### config.mk
export PLATFORM = sky130hd
export DESIGN_NAME = somador_acumulador_ctrl
export DESIGN_NICKNAME = d
export VERILOG_FILES = /design/src/rtl/somador_acumulador_ctrl.sv
export SDC_FILE = /design/constraint.sdc
export NUM_CORES = 1
export LEC_CHECK = 0
export CAP_MARGIN = 10
export CELL_PAD_IN_SITES_DETAIL_PLACEMENT = 0
export CELL_PAD_IN_SITES_GLOBAL_PLACEMENT = 1
export CORE_MARGIN = 2
export CORE_UTILIZATION = 28
export CTS_BUF_LIST = sky130_fd_sc_hd__clkbuf_4 sky130_fd_sc_hd__clkbuf_8
export DETAILED_ROUTE_END_ITERATION = 12
export PLACE_DENSITY_LB_ADDON = 0.1
export SYNTH_ARGS = -nofsm -noshare
export SYNTH_HDL_FRONTEND = slang
export SYNTH_SLANG_ARGS = --single-unit
### constraint.sdc
create_clock -name clk -period 1.9 [get_ports clk]
set_input_delay 0.19 -clock clk [delete_from_list [all_inputs] [get_ports clk]]
set_output_delay 0.19 -clock clk [all_outputs]
set_load 0.05 [all_outputs]
### src/rtl/somador_acumulador_ctrl.sv
// ---------------------------------------------------------------------------
// somador_acumulador_ctrl
//
// Sequencing stage that sits in front of a combinational N_BITS signed adder.
// It accepts a stream of signed operands over a valid/ready handshake. It
// presents the running accumulator and the incoming operand to the adder, then
// captures the adder's sum back into the accumulator. On the last beat it
// publishes the final sum, the adder's Z/N/P flags, a sticky signed-overflow
// flag and the number of accepted operands.
//
// Ports:
//   clk, rst_n            clock (rising edge), asynchronous active-low reset
//   start                 pulse: clear and begin a new accumulation
//   in_valid/in_ready     operand handshake (in_ready depends on state only)
//   in_data, in_last      signed operand and end-of-sequence marker
//   a_o, b_o              adder operands (accumulator, incoming operand)
//   s_i, z_i, n_i, p_i    adder sum and flags, same cycle
//   acc, count, ovf       running sum, accepted-operand count, sticky overflow
//   sum_valid             one-cycle pulse when the final result is published
//   z_o, n_o, p_o         adder flags captured on the last beat
//   busy                  high while accumulating
// ---------------------------------------------------------------------------
module somador_acumulador_ctrl #(
    parameter int N_BITS = 8,
    parameter int CNT_W  = 8
) (
    input  logic              clk,
    input  logic              rst_n,
    input  logic              start,
    input  logic              in_valid,
    output logic              in_ready,
    input  logic [N_BITS-1:0] in_data,
    input  logic              in_last,
    output logic [N_BITS-1:0] a_o,
    output logic [N_BITS-1:0] b_o,
    input  logic [N_BITS-1:0] s_i,
    input  logic              z_i,
    input  logic              n_i,
    input  logic              p_i,
    output logic [N_BITS-1:0] acc,
    output logic [CNT_W-1:0]  count,
    output logic              ovf,
    output logic              sum_valid,
    output logic              z_o,
    output logic              n_o,
    output logic              p_o,
    output logic              busy
);

    typedef enum logic [1:0] {
        IDLE  = 2'd0,
        ACCUM = 2'd1,
        DONE  = 2'd2
    } state_t;

    localparam int               MSB     = N_BITS - 1;
    localparam logic [CNT_W-1:0] CNT_MAX = '1;

    state_t            state_q, state_d;
    logic [N_BITS-1:0] acc_q, acc_d;
    logic [CNT_W-1:0]  count_q, count_d;
    logic              ovf_q, ovf_d;
    logic              z_q, z_d;
    logic              n_q, n_d;
    logic              p_q, p_d;

    logic              beat_ovf;

    // Signed overflow of this beat: both addends share a sign and the sum's
    // sign differs from it.
    assign beat_ovf = (acc_q[MSB] == in_data[MSB]) && (s_i[MSB] != acc_q[MSB]);

    // Handshake and status outputs are pure state decodes, so in_ready never
    // depends combinationally on in_valid.
    assign in_ready  = (state_q == ACCUM);
    assign busy      = (state_q == ACCUM);
    assign sum_valid = (state_q == DONE);

    assign a_o   = acc_q;
    assign b_o   = in_data;
    assign acc   = acc_q;
    assign count = count_q;
    assign ovf   = ovf_q;
    assign z_o   = z_q;
    assign n_o   = n_q;
    assign p_o   = p_q;

    // Next-state and datapath update. A start always wins over a beat in the
    // same cycle, so a restart discards the simultaneous operand.
    always_comb begin
        state_d = state_q;
        acc_d   = acc_q;
        count_d = count_q;
        ovf_d   = ovf_q;
        z_d     = z_q;
        n_d     = n_q;
        p_d     = p_q;

        case (state_q)
            IDLE: begin
                if (start) begin
                    state_d = ACCUM;
                    acc_d   = '0;
                    count_d = '0;
                    ovf_d   = 1'b0;
                end
            end
            ACCUM: begin
                if (start) begin
                    acc_d   = '0;
                    count_d = '0;
                    ovf_d   = 1'b0;
                end else if (in_valid) begin
                    acc_d   = s_i;
                    count_d = (count_q == CNT_MAX) ? count_q : count_q + 1'b1;
                    ovf_d   = ovf_q | beat_ovf;
                    if (in_last) begin
                        z_d     = z_i;
                        n_d     = n_i;
                        p_d     = p_i;
                        state_d = DONE;
                    end
                end
            end
            DONE: begin
                if (start) begin
                    state_d = ACCUM;
                    acc_d   = '0;
                    count_d = '0;
                    ovf_d   = 1'b0;
                end else begin
                    state_d = IDLE;
                end
            end
            default: begin
                state_d = IDLE;
            end
        endcase
    end

    // State and result registers; reset discards any sequence in progress.
    always_ff @(posedge clk or negedge rst_n) begin
        if (!rst_n) begin
            state_q <= IDLE;
            acc_q   <= '0;
            count_q <= '0;
            ovf_q   <= 1'b0;
            z_q     <= 1'b0;
            n_q     <= 1'b0;
            p_q     <= 1'b0;
        end else begin
            state_q <= state_d;
            acc_q   <= acc_d;
            count_q <= count_d;
            ovf_q   <= ovf_d;
            z_q     <= z_d;
            n_q     <= n_d;
            p_q     <= p_d;
        end
    end

endmodule

Word level (Yosys, flattened, before mapping)
Index checks and enable logic that the tools add are counted.
{"block": "word_totals", "reg_bits": 22, "in_bits": 24, "out_inout_bits": 39, "elab_cells": 48}
{"block": "op_classes", "n_addsub": 1, "eq_ne": 12, "muxes": 18, "bitwise": 2, "reduce_logical": 8}
{"operator": "8-bit two-way mux", "count": 6}
{"operator": "8-bit case mux with 2 select lines", "count": 2}
{"operator": "4-bit AND reduction", "count": 3}
{"operator": "8-bit by 1-bit adder with 8-bit output (second input constant)", "count": 1}
{"operator": "8-bit equality test (second input constant)", "count": 1}
{"operator": "2-bit two-way mux", "count": 4}
{"operator": "2-bit != test (second input constant)", "count": 4}
{"operator": "3-bit != test (second input constant)", "count": 2}
{"operator": "2-bit case mux with 3 select lines", "count": 1}
{"operator": "1-bit two-way mux", "count": 4}
{"operator": "3-bit AND reduction", "count": 1}
{"operator": "2-bit by 1-bit equality test with 1-bit output (second input constant)", "count": 1}
{"operator": "2-bit equality test (second input constant)", "count": 1}
{"operator": "2-bit logical NOT", "count": 1}
{"operator": "2-bit by 1-bit != test with 1-bit output (second input constant)", "count": 1}
{"operator": "1-bit case mux with 2 select lines", "count": 1}
{"operator": "2-bit nonzero test", "count": 1}
{"operator": "2-bit OR reduction", "count": 1}
{"operator": "1-bit equality test", "count": 1}
{"operator": "1-bit logical AND", "count": 1}
{"operator": "1-bit != test", "count": 1}
{"operator": "1-bit NOT", "count": 1}
{"operator": "1-bit bitwise OR", "count": 1}

Longest topological paths before layout
Gate-level depths: netlist of the first run.
{"block": "logic_depth", "depth_word": 6, "depth_mapped": 7, "ltp_nobuf": 5}

Worst setup path after synthesis of the first run
No wires, ideal clock.
{"block": "synth_path", "path_kind": "flip-flop to flip-flop", "start": "reg count_q[0] (netlist: count[0])", "end": "reg count_q[1] (netlist: count[1])", "setup_ps": 123, "arrival_ps": 1908, "t_required_ps": 1777, "slack_ps": -131, "stages_incl_launch_ff": 7, "path_buffers": 1, "period_less_slack_ps": 2031, "cell_sequence": "dfrtp_1 -> ha_1 -> and4_1 -> nand4_1 -> o41a_1 -> buf_6 -> mux2i_1"}
{"block": "synth_between", "elab_chain_cells": 5, "elab_cells_between_ends": 8, "classes_between": "add/sub: 1; eq/ne: 2; mux: 4; reduce/logical: 1"}
{"item": "start: declaration", "line_no": "61", "rtl": "logic [CNT_W-1:0] count_q, count_d;"}
{"item": "start signal: assignment", "line_no": "154", "rtl": "count_q <= count_d;"}
{"item": "8-bit by 1-bit adder with 8-bit output", "line_no": "115", "rtl": "count_d = (count_q == CNT_MAX) ? count_q : count_q + 1'b1;"}
{"item": "8-bit two-way mux", "line_no": "115"}
{"item": "8-bit two-way mux", "line_no": "113", "rtl": "end else if (in_valid) begin"}
{"item": "8-bit two-way mux", "line_no": "109", "rtl": "if (start) begin"}
{"item": "8-bit case mux with 2 select lines", "line_no": "99", "rtl": "case (state_q)"}
Parallel ways exist; a longest one is shown, timed or not. The select of a mux whose other input is x is not followed.
A chain may end at the register's enable or synchronous reset.

Worst setup path after layout of the first run
{"block": "layout_path", "start": "reg count_q[0] (netlist: count[0])", "end": "out count[0]"}
{"item": "end: declaration", "line_no": "41", "rtl": "output logic [CNT_W-1:0] count,"}
No word-level cell between the ends.

==> results of run 1 <==
[per-stage QoR]
step	worst slack, ns	std cells	power, mW	util [%]	hold slack [ns]
floorplan	0.0312	125	1.02	-	-0.106
global placement	0.118	207	1.18	39.6	0.380
detailed placement	0.00886	207	1.18	39.6	0.380
CTS	0.0442	213	1.64	42.1	0.284
global route	0.00423	213	1.71	42.1	0.311
finish	0.121	213	1.61	42.1	0.272
[worst min-delay path by stage]
stage,endpoint,slack (ns),cells after the start
floorplan,a_o[0],-0.11,0
global placement,b_o[0],0.38,0
detailed placement,b_o[0],0.38,0
finish,a_o[1],0.27,2
CTS,a_o[1],0.28,2
global route,a_o[3],0.31,2
[state kept, by name (all words and copies together), names as in the netlist]
signal and flops:
a_o 8, count 8, n_o 1, ovf 1
p_o 1, state_q 2, z_o 1
[synth_stat cells, types with 3 or more instances]
| cell | count |
|---|---|
| buf_4 | 18 |
| a21oi_1 | 6 |
| a31oi_1 | 7 |
| nand3_1 | 12 |
| dfrtp_1 | 22 |
| mux2_2 | 3 |
| nand2b_1 | 3 |
| inv_1 | 4 |
| nand2_1 | 24 |
[power by group through the flow]
stage	clock network, mW	logic (mW)	registers [mW]
final	0.440	0.601	0.573
after global routing	0.481	0.641	0.584
after CTS	0.455	0.609	0.574
after detailed placement	0	0.598	0.582
after global placement	0	0.598	0.578
after floorplan	0	0.269	0.749
[per-layer routing]
layer / track usage, % / part of all wire [%] / vias to the layer above
met3: 2.11 / 5.4 / 4
met4: 4.66 / 0.89 / 0
li1: - / - / 489
met2: 24.0 / 50 / 34
met1: 15.0 / 43 / 477
met5: 0 / 0 / -
[repair_timing]
item / in CTS / in global routing
buffers inserted: 2 / 0
endpoints found under the setup margin: 1 / 2
pin swaps: 2 / 1
gates cloned: 0 / 0
resized for setup: 2 / 0
[worst max-delay path, stage by stage (launching register included)]
cell and delay, ns:
dfrtp_2 0.40, buf_4 0.13, clkdlybuf4s50_1 0.79
[area by class of cell]
cell class	count	area, um^2	share of cell area [%]
sequential	22	553	32.6
clock inverter	1	30.0	1.77
tap	50	62.6	3.69
timing repair buffer	57	538	31.7
multi-input combinational	76	455	26.9
clock buffer	3	41.3	2.44
inverter	4	15.0	0.886
[placed cells by master (no fill, tap or decap), types with 3 or more instances in the layout]
cell	netlist	final
clkdlybuf4s50_1	0	44
nand2_1	24	24
dfrtp_1	22	20
buf_4	18	13
nand3_1	12	12
a31oi_1	7	7
a21oi_1	6	6
inv_1	4	4
mux2_2	3	3
nand2b_1	3	3
clkbuf_8	0	3
[cells by family (layout without fill, tap and decap cells)]
| kind of cell | count (synthesis) | after routing | synth area share (%) |
|---|---|---|---|
| flip-flops | 22 | 22 | 47.0 |
| adder cells (fa/ha/maj) | 1 | 1 | 1.07 |
| AND/OR/NAND/NOR | 49 | 49 | 20.2 |
| AO/OA/AOI/OAI | 21 | 21 | 12.0 |
| buffers and inverters | 27 | 65 | 15.3 |
| multiplexers | 5 | 5 | 4.59 |
==> results.cfg, run 1 <==
[clock_tree]
cts.reportedPaths.clkPinSlew_ns = 0.09
root_buffer = clkbuf_8
cts_inserted_buffers = 3
clock_path_buffers = 2
clock-sinks = 22
ctsHoldBuffers = 0
insertion_delay_ns = 0.27
htree_levels = 1
cts_tree = built

[placement]
globalplace.congestion = 0.765
dpl.hpwl_um = 2150
dpl_cell_area_um2 = 1600
io_buffers = 48

[floorplanning]
core.rowCount = 23
die_y_um = 68.7
die-area_um2 = 4720
initial_core_util_pct = 29.1
core_um2 = 4030
die_w_um = 68.7
ios = 63

[power_and_ir_drop]
pwr-share-comb_pct = 37.2
leakagePower_nw = 0.748
switching_share_pct = 36.9
internal_power_mw = 1.02
peakVddDrop_v = 0.000369
cellPowerDensity_nw_per_um2 = 952
netSwitchingPower_mw = 0.595
p_clk_share_pct = 27.3
p_seq_share_pct = 35.5

[yosys]
synth_top_area_share_pct = 47.0
synth-async-reset-ratio_pct = 100
ys_warn_count = 0
ys_ff_latch = 22
synthCells = 125
synth_edf_count = 0
synth_cell_types = 30
yosys.area.top_type = dfrtp_1
synth_area_leaders = dfrtp_1 47%, buf_4 12%, nand2_1 7.7%
syn-mean-instance-area_um2 = 9.38
synth_seq_area_share_pct = 47.0
synth_flop_cell = dfrtp_1
netlist_area_um2 = 1170
synth_nets = 150

[final_layout]
n_antenna_cell = 0
nFillCells = 407
drive_gt1_share_pct = 15.3
synthToLayoutAreaGrowth_pct = 44.6
final_nets = 189
stdcell_area_um2 = 1700

[routing]
antenna_left = 0
via_count = 1004
drt_iter0_markers = 23
first_pass_iters = 3
viasPerCell = 4.71
drt_wl_total_um = 2920
drcViolationCount = 0
route.detailed.wl_per_inst_um = 13.7

[global_routing]
grt_antenna_before_repair = 0
overflow = 0
grt_max_degree = 23
grt_pass1_vias = 999
grt_pass1_wl_um = 4480
grt_usage_pct = 13.0

[setup_path]
r2r-start = count[1]
crit_arrival_ns = 1.59
crit_path_start_kind = flip-flop
critPathKind = flip-flop to output port
crit_path_end = count[0]
critPathLaunch = count[0]
worstPathRequired_ns = 1.71
crit_path_max_fanout = 3
worstReg2RegEnd = count[5]
r2r_slack_ns = 0.15
reg2reg_depth = 5
end_kind = output port

[sta]
fmax_mhz = 562
fin_crit_sh_pct = 93.6
layout_min_cycle_time_ns = 1.78
finalSetupTns_ns = 0
setup_viol = 0
slew_headroom_pct = 66.0
clock-skew-final_ns = 0.0118
tightest_slew_ns = 0.509
rsz0062_at_grt = false
hold_violations = 0
slew_viol_final = 0

[outcome]
outcome = finished, final reports clean

[min_path]
hold_class = input pin to asynchronous set/reset pin

[run]
max_cap_violations = 0
(Power assumes the default switching activity.)
==> run 2: changes to the inputs <==
--- a/config.mk
+++ b/config.mk
@@ -13,6 +13,7 @@
 export CTS_BUF_LIST = sky130_fd_sc_hd__clkbuf_4 sky130_fd_sc_hd__clkbuf_8
 export DETAILED_ROUTE_END_ITERATION = 12
 export PLACE_DENSITY_LB_ADDON = 0.1
+export REMOVE_ABC_BUFFERS = 1
 export SYNTH_ARGS = -nofsm -noshare
 export SYNTH_HDL_FRONTEND = slang
 export SYNTH_SLANG_ARGS = --single-unit
==> results.cfg, run 2 (same netlist as run 1, synthesis figures left out) <==
[setup_path]
crit_path_start_kind = flip-flop
path_delay_family = compound AO/OA/AOI/OAI gates
r2r_slack_ns = 0.12
critPathKind = flip-flop to flip-flop
slowest_stage = o41a_1
crit_path_max_fanout = 8
worstReg2RegEnd = count[2]
crit_arrival_ns = 1.96
worstPathRequired_ns = 2.08
reg2reg_depth = 5
cp_cell_sequence = ha_2 > and4_4 > nand4_1 > o41a_1 > a31oi_1
r2r-start = count[0]
cp_slowest_stage_delay_ns = 0.53
cp_num_buf_inv = 0
end_kind = flip-flop

[global_routing]
grt_pass1_wl_um = 4580
grt_pass1_vias = 992
overflow = 0
grt_max_degree = 23
grt_antenna_before_repair = 0
grt_usage_pct = 12.7

[routing]
top_layer = met4
wl_met1_um = 1240
via_count = 994
drcViolationCount = 0
first_pass_iters = 4
wl_met2_um = 1350
route.detailed.wl_per_inst_um = 13.1
drt_iter0_markers = 36
antenna_left = 0
viasPerCell = 4.64
drt_wl_total_um = 2790
route.met3.wl_um = 176

[floorplanning]
core.rowCount = 23
initial_core_util_pct = 29.1
core_um2 = 4030
die_y_um = 68.7
die-area_um2 = 4720
die_w_um = 68.7
ios = 63

[sta]
layout_min_cycle_time_ns = 1.78
setup_viol = 0
fin_crit_sh_pct = 93.8
slew_viol_final = 0
hold_violations = 0
fmax_mhz = 561
tightest_slew_ns = 0.506
rsz0062_at_grt = true
slew_headroom_pct = 66.2
clock-skew-final_ns = 0.00188

[clock_tree]
cts.reportedPaths.clkPinSlew_ns = 0.08
clock_path_buffers = 2
htree_levels = 1
cts_tree = built
insertion_delay_ns = 0.26
ctsHoldBuffers = 0
cts_inserted_buffers = 3
clock-sinks = 22
root_buffer = clkbuf_8

[final_layout]
multi_input_area_um2 = 448
finish.utilization_pct = 41.6
final_common_cell = clkdlybuf4s50_1
final_nets = 190
synthToLayoutAreaGrowth_pct = 43.0
final_cell_mix = 44 x clkdlybuf4s50_1, 24 x nand2_1, 22 x dfrtp_1
seqCellArea_um2 = 551
nFillCells = 398
drive_gt1_share_pct = 15.2
n_antenna_cell = 0

[run]
max_cap_violations = 0

[min_path]
hold_class = input pin to asynchronous set/reset pin

[placement]
globalplace.congestion = 0.771
dpl.hpwl_um = 2000
io_buffers = 48

[outcome]
outcome = finished, final reports clean

[power_and_ir_drop]
cellPowerDensity_nw_per_um2 = 896
peakVddDrop_v = 0.000462
leakagePower_nw = 0.750
power_mw = 1.50
run 2: changes by cell type in the layout (fill, tap and decap cells not counted), sizes merged:
cell | before | now
buf | 13 | 14
bufinv | 1 | 0
clkbuf | 3 | 4
run 2: timing repair:
action | 4_1_cts | 5_1_grt
resized for setup | 0 | 2
setup buffers | 0 | 5
endpoints found under the setup margin | 0 | 8
run 2: worst max path at each step:
stage | from | end | slack [ns] | depth (start not counted)
after CTS | count[0] | count[2] | 0.03 | 5
after global placement | count[0] | count[1] | 0.12 | 5
final | count[0] | count[2] | 0.12 | 5
after floorplan | state_q[0] | ovf | -0.33 | 4
after global routing | count[0] | count[2] | -0.03 | 5
after detailed placement | count[0] | count[5] | 0.05 | 5
run 2: worst reg2reg max path, cell delays in order, from the launching register on:
cell	delay (ns)
dfrtp_1	0.41
ha_2	0.20
and4_4	0.23
nand4_1	0.12
o41a_1	0.53
a31oi_1	0.22
run 2: per-stage QoR:
| step | area (um^2) | cells | setup slack [ns] | hold slack (ns) | TNS (ns) |
|---|---|---|---|---|---|
| 3_3_place_gp | 1580 | 205 | 0.121 | 0.381 | 0 |
| 5_1_grt | 1680 | 214 | -0.0278 | 0.320 | -0.0437 |
| 2_1_floorplan | 1010 | 102 | -0.329 | -0.106 | -1.51 |
| 4_1_cts | 1630 | 209 | 0.0317 | 0.296 | 0 |
| 6_report | 1680 | 214 | 0.118 | 0.282 | 0 |
| 3_5_place_dp | 1580 | 205 | 0.0499 | 0.381 | 0 |
run 2: per-layer routing:
layer	GRT usage [%]	vias to the layer above
met3	3.41	2
met5	0	-
met2	21.5	39
li1	-	493
met1	15.6	460
met4	4.41	0
run 2: report_power, final:
group          total, mW  internal, mW  switching [mW]
logic              0.596         0.213           0.384
clock network      0.333         0.184           0.148
registers          0.574         0.521          0.0529
run 2: area by class of cell:
cell class              instances  share of cell area [%]
well taps                      50                    3.73
clock buffers                   4                    3.28
inverters                       4                   0.896
multi-input cells              76                    26.7
flip-flops and latches         22                    32.8
repair buffers                 58                    32.5
